[config.mk]
export PLATFORM = sky130hd
export DESIGN_NAME = cam_default_reg_writer
export DESIGN_NICKNAME = d
export VERILOG_FILES = /design/src/rtl/cam_default_reg_writer_pkg.sv /design/src/rtl/cam_default_reg_writer.sv
export SDC_FILE = /design/constraint.sdc
export NUM_CORES = 1
export LEC_CHECK = 0
export CAP_MARGIN = 20
export CORE_ASPECT_RATIO = 1.2
export CORE_MARGIN = 2
export CORE_UTILIZATION = 28
export CTS_BUF_LIST = sky130_fd_sc_hd__clkbuf_2 sky130_fd_sc_hd__clkbuf_4 sky130_fd_sc_hd__clkbuf_8
export DETAILED_ROUTE_END_ITERATION = 8
export SLEW_MARGIN = 0
export SYNTH_ARGS = -nofsm -noshare
export SYNTH_HDL_FRONTEND = slang
export SYNTH_SLANG_ARGS = --single-unit
[constraint.sdc]
create_clock -name clk -period 1.9 [get_ports clk]
set_input_delay 0.38 -clock clk [delete_from_list [all_inputs] [get_ports clk]]
set_output_delay 0.38 -clock clk [all_outputs]
set_load 0.05 [all_outputs]
[src/rtl/cam_default_reg_writer_pkg.sv]
// Shared constants, power-up register table and state encoding for the
// camera default-register writer.
package cam_cfg_pkg;

  // SCCB write address of the sensor.
  localparam logic [7:0] CAM_DEVICE_ADDR = 8'h42;

  // Number of entries in the power-up table.
  localparam int unsigned CAM_NUM_REGS = 8;

  // Width needed to select one table entry.
  localparam int unsigned TABLE_SEL_W = $clog2(CAM_NUM_REGS);

  // Power-up table, {reg_addr, value}. Entry 0 is the sensor soft reset,
  // which needs a settling delay before the next write.
  localparam logic [15:0] REG_TABLE [0:CAM_NUM_REGS-1] = '{
    16'h1280,  // COM7: soft reset
    16'h1204,  // COM7: RGB output
    16'h1101,  // CLKRC
    16'h0C00,  // COM3
    16'h3E00,  // COM14
    16'h40D0,  // COM15: RGB565
    16'h8C00,  // RGB444 off
    16'h3A04   // TSLB
  };

  // Bus framing: three phases (device, register, value) of nine bit-slots,
  // the ninth slot being the released don't-care/ACK bit.
  localparam int unsigned NUM_PHASES     = 3;
  localparam int unsigned BITS_PER_PHASE = 9;

  // Counter widths.
  localparam int unsigned PHASE_CNT_W = 2;
  localparam int unsigned BIT_CNT_W   = 4;
  localparam int unsigned QTR_CNT_W   = 2;
  localparam int unsigned TICK_CNT_W  = 16;

  // Sequencer states.
  typedef enum logic [2:0] {
    ST_IDLE  = 3'd0,
    ST_START = 3'd1,
    ST_BIT   = 3'd2,
    ST_STOP  = 3'd3,
    ST_GAP   = 3'd4,
    ST_DELAY = 3'd5,
    ST_DONE  = 3'd6
  } state_t;

  // Table lookup that returns zero for indices past the end of the table.
  function automatic logic [15:0] table_entry(input int unsigned idx);
    logic [15:0] entry;
    entry = 16'h0000;
    for (int unsigned k = 0; k < CAM_NUM_REGS; k++) begin
      entry = (idx == k) ? REG_TABLE[k[TABLE_SEL_W-1:0]] : entry;
    end
    return entry;
  endfunction

endpackage

[src/rtl/cam_default_reg_writer.sv]
// Power-up configurator: walks the register table and writes each pair to the
// camera sensor with a 3-phase SCCB write. All state advances on i_enable
// ticks only; the bus pins are driven straight from flops.
module cam_default_reg_writer
  import cam_cfg_pkg::*;
#(
  parameter logic [7:0]  DEVICE_ADDR = CAM_DEVICE_ADDR,
  parameter int unsigned NUM_REGS    = CAM_NUM_REGS,
  parameter int unsigned DELAY_TICKS = 1000,
  parameter int unsigned GAP_TICKS   = 8
) (
  input  logic clk,
  input  logic i_reset,
  input  logic i_enable,
  output logic o_sioc,
  output logic o_siod,
  output logic o_siod_oe,
  output logic o_busy,
  output logic o_done
);

  localparam int unsigned IDX_W = $clog2(NUM_REGS + 1);

  localparam logic [IDX_W-1:0]       IDX_ZERO   = IDX_W'(0);
  localparam logic [IDX_W-1:0]       IDX_ONE    = IDX_W'(1);
  localparam logic [IDX_W-1:0]       IDX_END    = IDX_W'(NUM_REGS);
  localparam logic [PHASE_CNT_W-1:0] PHASE_ZERO = PHASE_CNT_W'(0);
  localparam logic [PHASE_CNT_W-1:0] PHASE_ONE  = PHASE_CNT_W'(1);
  localparam logic [PHASE_CNT_W-1:0] PHASE_LAST = PHASE_CNT_W'(NUM_PHASES - 1);
  localparam logic [BIT_CNT_W-1:0]   BIT_ZERO   = BIT_CNT_W'(0);
  localparam logic [BIT_CNT_W-1:0]   BIT_ONE    = BIT_CNT_W'(1);
  localparam logic [BIT_CNT_W-1:0]   ACK_BIT    = BIT_CNT_W'(BITS_PER_PHASE - 1);
  localparam logic [QTR_CNT_W-1:0]   QTR_0      = QTR_CNT_W'(0);
  localparam logic [QTR_CNT_W-1:0]   QTR_1      = QTR_CNT_W'(1);
  localparam logic [QTR_CNT_W-1:0]   QTR_2      = QTR_CNT_W'(2);
  localparam logic [QTR_CNT_W-1:0]   QTR_3      = QTR_CNT_W'(3);
  localparam logic [TICK_CNT_W-1:0]  CNT_ZERO   = TICK_CNT_W'(0);
  localparam logic [TICK_CNT_W-1:0]  CNT_ONE    = TICK_CNT_W'(1);
  localparam logic [TICK_CNT_W-1:0]  CNT_TWO    = TICK_CNT_W'(2);
  localparam logic [TICK_CNT_W-1:0]  DELAY_LAST = TICK_CNT_W'(DELAY_TICKS - 1);
  localparam logic [TICK_CNT_W-1:0]  GAP_LAST   = TICK_CNT_W'(GAP_TICKS - 1);

  state_t                 state_q, state_d;
  logic [IDX_W-1:0]       idx_q, idx_d;
  logic [15:0]            entry_q, entry_d;
  logic [PHASE_CNT_W-1:0] phase_q, phase_d;
  logic [BIT_CNT_W-1:0]   bit_q, bit_d;
  logic [QTR_CNT_W-1:0]   qtr_q, qtr_d;
  logic [TICK_CNT_W-1:0]  cnt_q, cnt_d;
  logic                   sioc_q, sioc_d;
  logic                   siod_q, siod_d;
  logic                   oe_q, oe_d;
  logic                   busy_q, busy_d;
  logic                   done_q, done_d;

  logic [7:0]             cur_byte_s;
  logic                   cur_bit_s;
  logic                   is_ack_s;
  logic [IDX_W-1:0]       idx_next_s;
  logic                   last_entry_s;
  logic [TICK_CNT_W-1:0]  wait_last_s;

  // Select the byte being shifted out in the current phase.
  always_comb begin
    cur_byte_s = DEVICE_ADDR;
    case (phase_q)
      2'd0:    cur_byte_s = DEVICE_ADDR;
      2'd1:    cur_byte_s = entry_q[15:8];
      2'd2:    cur_byte_s = entry_q[7:0];
      default: cur_byte_s = DEVICE_ADDR;
    endcase
  end

  assign cur_bit_s    = cur_byte_s[3'd7 - bit_q[2:0]];
  assign is_ack_s     = (bit_q == ACK_BIT);
  assign idx_next_s   = idx_q + IDX_ONE;
  assign last_entry_s = (idx_next_s == IDX_END);
  assign wait_last_s  = (state_q == ST_DELAY) ? DELAY_LAST : GAP_LAST;

  // Next-state and next-output logic; evaluated for every enable tick.
  always_comb begin
    state_d = state_q;
    idx_d   = idx_q;
    entry_d = entry_q;
    phase_d = phase_q;
    bit_d   = bit_q;
    qtr_d   = qtr_q;
    cnt_d   = cnt_q;
    sioc_d  = sioc_q;
    siod_d  = siod_q;
    oe_d    = oe_q;
    busy_d  = busy_q;
    done_d  = done_q;

    case (state_q)
      ST_IDLE: begin
        entry_d = table_entry(32'(idx_q));
        busy_d  = 1'b1;
        cnt_d   = CNT_ZERO;
        state_d = ST_START;
      end

      ST_START: begin
        // SIOD falls with SIOC high, then SIOC drops to open the first bit.
        oe_d = 1'b1;
        if (cnt_q == CNT_ZERO) begin
          siod_d = 1'b0;
          cnt_d  = CNT_ONE;
        end else begin
          sioc_d  = 1'b0;
          cnt_d   = CNT_ZERO;
          phase_d = PHASE_ZERO;
          bit_d   = BIT_ZERO;
          qtr_d   = QTR_0;
          state_d = ST_BIT;
        end
      end

      ST_BIT: begin
        case (qtr_q)
          QTR_0: begin
            sioc_d = 1'b0;
            qtr_d  = QTR_1;
          end
          QTR_1: begin
            // Data only changes here, while SIOC is low.
            if (is_ack_s) begin
              siod_d = 1'b1;
              oe_d   = 1'b0;
            end else begin
              siod_d = cur_bit_s;
              oe_d   = 1'b1;
            end
            qtr_d = QTR_2;
          end
          QTR_2: begin
            sioc_d = 1'b1;
            qtr_d  = QTR_3;
          end
          default: begin
            sioc_d = 1'b1;
            qtr_d  = QTR_0;
            if (is_ack_s) begin
              bit_d = BIT_ZERO;
              if (phase_q == PHASE_LAST) begin
                phase_d = PHASE_ZERO;
                cnt_d   = CNT_ZERO;
                state_d = ST_STOP;
              end else begin
                phase_d = phase_q + PHASE_ONE;
              end
            end else begin
              bit_d = bit_q + BIT_ONE;
            end
          end
        endcase
      end

      ST_STOP: begin
        if (cnt_q == CNT_ZERO) begin
          sioc_d = 1'b0;
          siod_d = 1'b0;
          oe_d   = 1'b1;
          cnt_d  = CNT_ONE;
        end else if (cnt_q == CNT_ONE) begin
          sioc_d = 1'b1;
          cnt_d  = CNT_TWO;
        end else begin
          // SIOD rises with SIOC high: stop condition.
          siod_d = 1'b1;
          cnt_d  = CNT_ZERO;
          state_d = (idx_q == IDX_ZERO) ? ST_DELAY : ST_GAP;
        end
      end

      ST_GAP, ST_DELAY: begin
        // Idle bus; the soft-reset entry gets the long settling delay.
        if (cnt_q == wait_last_s) begin
          cnt_d = CNT_ZERO;
          idx_d = idx_next_s;
          if (last_entry_s) begin
            busy_d  = 1'b0;
            done_d  = 1'b1;
            state_d = ST_DONE;
          end else begin
            entry_d = table_entry(32'(idx_next_s));
            state_d = ST_START;
          end
        end else begin
          cnt_d = cnt_q + CNT_ONE;
        end
      end

      ST_DONE: begin
        sioc_d = 1'b1;
        siod_d = 1'b1;
        oe_d   = 1'b1;
        busy_d = 1'b0;
        done_d = 1'b1;
      end

      default: begin
        state_d = ST_IDLE;
        sioc_d  = 1'b1;
        siod_d  = 1'b1;
        oe_d    = 1'b1;
        busy_d  = 1'b0;
        done_d  = 1'b0;
      end
    endcase
  end

  // State and output registers: reset wins, otherwise advance only on ticks.
  always_ff @(posedge clk) begin
    if (i_reset) begin
      state_q <= ST_IDLE;
      idx_q   <= IDX_ZERO;
      entry_q <= 16'h0000;
      phase_q <= PHASE_ZERO;
      bit_q   <= BIT_ZERO;
      qtr_q   <= QTR_0;
      cnt_q   <= CNT_ZERO;
      sioc_q  <= 1'b1;
      siod_q  <= 1'b1;
      oe_q    <= 1'b1;
      busy_q  <= 1'b0;
      done_q  <= 1'b0;
    end else if (i_enable) begin
      state_q <= state_d;
      idx_q   <= idx_d;
      entry_q <= entry_d;
      phase_q <= phase_d;
      bit_q   <= bit_d;
      qtr_q   <= qtr_d;
      cnt_q   <= cnt_d;
      sioc_q  <= sioc_d;
      siod_q  <= siod_d;
      oe_q    <= oe_d;
      busy_q  <= busy_d;
      done_q  <= done_d;
    end
  end

  assign o_sioc    = sioc_q;
  assign o_siod    = siod_q;
  assign o_siod_oe = oe_q;
  assign o_busy    = busy_q;
  assign o_done    = done_q;

endmodule

# --- Yosys cells after proc, flatten, opt, wreduce, memory -nomap -nowiden ---
# Index checks and enable logic that the tools add are counted.
word_totals:
  out_inout_bits: 5
  register_bits: 52
  input_bits: 3
  word_cells: 163
classes:
  n_eq_ne: 43
  mux: 73
  n_addsub: 5
  reduce_logical: 25
  n_lt_le_gt_ge: 1
  n_bitwise: 4
op_table:
  columns: ["operator", "n"]
  rows:
  - ["16-bit two-way mux", 10]
  - ["13-bit two-way mux", 8]
  - ["16-bit one-hot mux with 5 select lines", 1]
  - ["4-bit by 3-bit equality test with 1-bit output (second input constant)", 8]
  - ["16-bit one-hot mux with 2 select lines", 1]
  - ["15-bit two-way mux", 2]
  - ["14-bit two-way mux", 2]
  - ["2-bit inequality test (second input constant)", 13]
  - ["3-bit two-way mux", 8]
  - ["4-bit AND reduction", 5]
  - ["5-bit AND reduction", 4]
  - ["1-bit two-way mux", 18]
  - ["3-bit one-hot mux with 6 select lines", 1]
  - ["16-bit by 1-bit adder with 16-bit output (second input constant)", 1]
  - ["16-bit by 1-bit equality test with 1-bit output (second input constant)", 1]
  - ["16-bit by 10-bit equality test with 1-bit output", 1]
  - ["4-bit by 2-bit equality test with 1-bit output (second input constant)", 4]
  - ["16-bit logical NOT", 1]
  - ["8-bit one-hot mux with 2 select lines", 1]
  - ["2-bit two-way mux", 6]
  - ["4-bit two-way mux", 3]
  - ["10-bit two-way mux", 1]
  - ["3-bit equality test (second input constant)", 3]
  - ["1-bit one-hot mux with 3 select lines", 3]
  - ["28 further kinds", 45]

# --- Logic depth before layout (Yosys ltp) ---
depth:
  depth_word: 13
  ltp_mapped: 9
  ltp_nobuf: 7

# --- Least setup slack after synthesis ---
# OpenSTA, ideal clock, no wires.
synth_path:
  path_kind: "reg2reg"
  start: "register idx_q[0]"
  end: "register entry_q[7]"
  t_arrival_ns: 1.933
  setup_ns: 0.088
  period_less_slack_ns: 2.021
  required_ns: 1.812
  slack_ns: -0.121
  path_buffers: 1
  stages_incl_launch_ff: 9
  cell_sequence: "dfxtp_1 clkbuf_1 inv_1 ha_1 o21bai_1 o21ai_0 o21a_1 a2111o_1 a311oi_2"
synth_between:
  elab_chain_len: 13
  word_cells_on_any_way: 39
  cone_classes: "add/sub (1); eq/ne (16); mux (19); reduce/logical (3)"
synth_lines:
  columns: ["element", "line", "rtl"]
  rows:
  - ["start, declared", "cam_default_reg_writer.sv:44", "logic [IDX_W-1:0] idx_q, idx_d;"]
  - ["start signal, assigned", "cam_default_reg_writer.sv:230", "idx_q <= idx_d;"]
  - ["4-bit by 1-bit adder with 4-bit output *", "cam_default_reg_writer.sv:76", "assign idx_next_s = idx_q + IDX_ONE;"]
  - ["net idx_next_s[0]", "cam_default_reg_writer.sv:59", "logic [IDX_W-1:0] idx_next_s;"]
  - ["4-bit logical NOT", "cam_default_reg_writer_pkg.sv:54", "entry = (idx == k) ? REG_TABLE[k[TABLE_SEL_W-1:0]] : entry;"]
  - ["13-bit two-way mux (4 in series)", "cam_default_reg_writer_pkg.sv:54", null]
  - ["14-bit two-way mux", "cam_default_reg_writer_pkg.sv:54", null]
  - ["15-bit two-way mux", "cam_default_reg_writer_pkg.sv:54", null]
  - ["16-bit two-way mux (2 in series)", "cam_default_reg_writer_pkg.sv:54", null]
  - ["16-bit two-way mux", "cam_default_reg_writer.sv:181", "if (last_entry_s) begin"]
  - ["16-bit two-way mux", "cam_default_reg_writer.sv:178", "if (cnt_q == wait_last_s) begin"]
  - ["16-bit one-hot mux with 2 select lines", "cam_default_reg_writer.sv:95", "case (state_q)"]
  - ["end signal, assigned", "cam_default_reg_writer.sv:231", "entry_q <= entry_d;"]
  - ["end, declared", "cam_default_reg_writer.sv:45", "logic [15:0] entry_q, entry_d;"]
# Mark *: on every way through the listed nets, which the timed path passes. The rest lies on a longest branch. The select of a mux whose other input is x is not followed.
# A chain may end at the register's enable or synchronous reset.

# --- Final worst setup path ---
layout_path:
  start: "register cnt_q[4]"
  end: "register entry_q[2]"
layout_between:
  elab_chain_len: 3
layout_lines:
  columns: ["element", "line", "rtl"]
  rows:
  - ["start, declared", "cam_default_reg_writer.sv:49", "logic [TICK_CNT_W-1:0] cnt_q, cnt_d;"]
  - ["start signal, assigned", "cam_default_reg_writer.sv:235", "cnt_q <= cnt_d;"]
  - ["16-bit by 10-bit equality test with 1-bit output", "cam_default_reg_writer.sv:178", null]
  - ["2-bit inequality test (no line)", null, null]
  - ["4-bit AND reduction (no line)", null, null]
# No other way between the ends.

==> impl_metrics.ini <==
[status]
outcome = finished, violations left
violations = setup timing

[global_route]
grt_pass1_wl_um = 16200
grt_overflow = 0
antenna_found_initial = 0
grt_pass1_vias = 3474
grt_start_max_net_pins = 16
gr-usage-all-layers_pct = 14.8

[worst_setup_path]
critPathLaunchType = flop
r2r-start = cnt_q[4]
endpoint_kind = flop
crit_fanout = 8
r2r_setup_slack_ns = -0.01
r2r_cells = 5
critical_path_class = flop to flop
arrival_ns = 2.17
cp.required_ns = 2.16
reg2reg_to = entry_q[2]

[cts]
clock_path_buffers = 2
h-tree-depth = 2
cts_buffers = 5
cts_hold_buf = 0
cts_num_sinks = 46
cts_tree = done
clkLatencyLatePin_ns = 0.31
cts_root_buf = clkbuf_8
clk_pin_slew_worst_paths_ns = 0.09

[detailed_routing]
drc = 0
vias = 3503
viasPerCell = 5.18
wire_per_inst_um = 14.3
wirelength_um = 9660
drt.antenna.violating_nets = 0
drtIter0Drc = 211
drtPass1Iterations = 4

[die]
die_w_um = 105
io_pins = 8
initial_core_util_pct = 28.4
core_um2 = 12000
rows = 44
fp.dieH_um = 125
dieArea_um2 = 13100

[layout]
finish.instance_area_um2 = 4620
antenna_cells = 0
areaGrowthSynthToFinish_pct = 35.4
n_fill_cell = 1243
nets = 537
drive_gt1_share_pct = 32.6

[synth]
syn_avg_cell_area_um2 = 8.01
yosys_warnings = 0
yosys-top-cells-count = 46 x dfxtp_1, 36 x a21oi_1, 30 x nor2_1
yosysMostFrequentCell = dfxtp_1
synth.area.top_cells = dfxtp_1 27%, ha_1 7.0%, a21oi_1 5.3%
synth_edf_count = 0
netlist_area_um2 = 3410
synth_cell_types = 81
synth_top_area_cell = dfxtp_1
synth_top_cell_area_share_pct = 27.0
syn-num-nets = 448
synthFlopType = dfxtp_1
syn_inst = 426
synth_seq_cells = 46
seq_area_frac_synth_pct = 27.0
async_reset_ff_share_pct = 0

[min_path]
holdPathEnd = o_done
hold_depth = 2
hold_class = flop to flop
hp-start = o_done

[timing]
fin_ws_ns = -0.0124
final-setup-viol-count = 3
final.min_clock_period_ns = 1.91
final_max_slew_viol_count = 0
fin_crit_sh_pct = 101
finalHoldViolCount = 0
fin_setup_tns_ns = -0.0249
fin_skew_ns = 0.00668
slew_headroom_pct = 66.5
tightest_slew_ns = 0.501
max_freq_ghz = 0.523
holdWs_ns = 0.452
rsz0062_at_grt = yes

[power]
pwr_density_cell_nw_per_um2 = 672
p_leak_nw = 1.76
power.total_mw = 3.11
ir_drop_mv = 0.371

[placed_design]
hpwl_um = 7290
placed_area_um2 = 4290
place.gp.congestion = 0.878
port_buffers = 7
dp_slack_ns = -0.241

[run]
cap_violations = 0
==> critical path: stages, from the launching register on <==
cell     delay (ns)
dfxtp_2        0.34
nor4_4         0.38
nand3_2        0.22
o41a_1         0.42
nor2_4         0.28
o221a_1        0.22
==> cells by family (layout without fill, tap and decap cells) <==
logic type,Yosys count,in the layout,share of synthesized area (%)
AOI/OAI and AO/OA,136,136,28.4
xor gates and xnor gates,11,11,2.82
adders and majority gates,19,19,6.96
buffers and inverters,45,134,5.21
DFF,46,46,27.0
muxes,7,7,2.16
and+or+nand+nor,162,162,27.4
==> report_power, final <==
part / switching [mW] / internal (mW) / total, mW
combinational: 0.658 / 0.566 / 1.22
sequential: 0.0670 / 1.05 / 1.11
clock: 0.349 / 0.421 / 0.771
==> state kept, by name, indices dropped and copies added (netlist names) <==
| signal | flops |
|---|---|
| qtr_q | 2 |
| o_done | 1 |
| phase_q | 2 |
| o_siod | 1 |
| idx_q | 4 |
| o_siod_oe | 1 |
| o_sioc | 1 |
| cnt_q | 16 |
| state_q | 3 |
| bit_q | 4 |
| o_busy | 1 |
| entry_q | 10 |
==> routing by layer <==
layer | GRT usage (%) | up-vias | routed length (um)
li1 | - | 1766 | -
met1 | 17.7 | 1672 | 4170
met2 | 26.6 | 55 | 5060
met3 | 2.24 | 10 | 283
met4 | 5.18 | 0 | 145
met5 | 0 | - | 0
==> worst max path at each step <==
stage | startpoint | to | cells after the start
6_report | cnt_q[4] | entry_q[2] | 5
5_1_grt | cnt_q[4] | entry_q[7] | 5
4_1_cts | cnt_q[5] | cnt_q[11] | 7
3_5_place_dp | i_enable | cnt_q[10] | 5
3_3_place_gp | i_enable | cnt_q[10] | 5
2_1_floorplan | idx_q[0] | entry_q[7] | 8
==> area by class of cell <==
class,count,area (um2),area share [%]
multi-input cells,335,2450,53.0
flip-flops and latches,46,937,20.3
repair buffers,106,842,18.2
clock buffers,6,82.6,1.79
clock inverters,1,30.0,0.650
well taps,161,201,4.36
inverters,21,78.8,1.71
==> stage by stage <==
stage / cells / util (%)
floorplan: 426 / -
global placement: 662 / 35.7
detailed placement: 662 / 35.7
CTS: 672 / 37.4
global route: 676 / 38.5
finish: 676 / 38.5
==> repair_timing <==
| item | in CTS | in global routing |
|---|---|---|
| setup endpoints to repair | 19 | 39 |
| buffers inserted | 3 | 4 |
| pin swaps | 9 | 13 |
| gates resized for setup | 19 | 32 |
| gates cloned | 0 | 1 |
==> cells in the final DEF (no fill, tap or decap), types with 12 or more instances in the layout <==
| master | instances |
|---|---|
| inv_1 | 19 |
| ha_1 | 14 |
| dfxtp_1 | 35 |
| o21ai_0 | 24 |
| nand4_1 | 12 |
| nor2_1 | 30 |
| a21oi_1 | 34 |
| nand3_1 | 17 |
| nand2_1 | 26 |
| nor2b_1 | 12 |
| buf_4 | 95 |
Note: power is estimated with default switching activity, not from simulation.
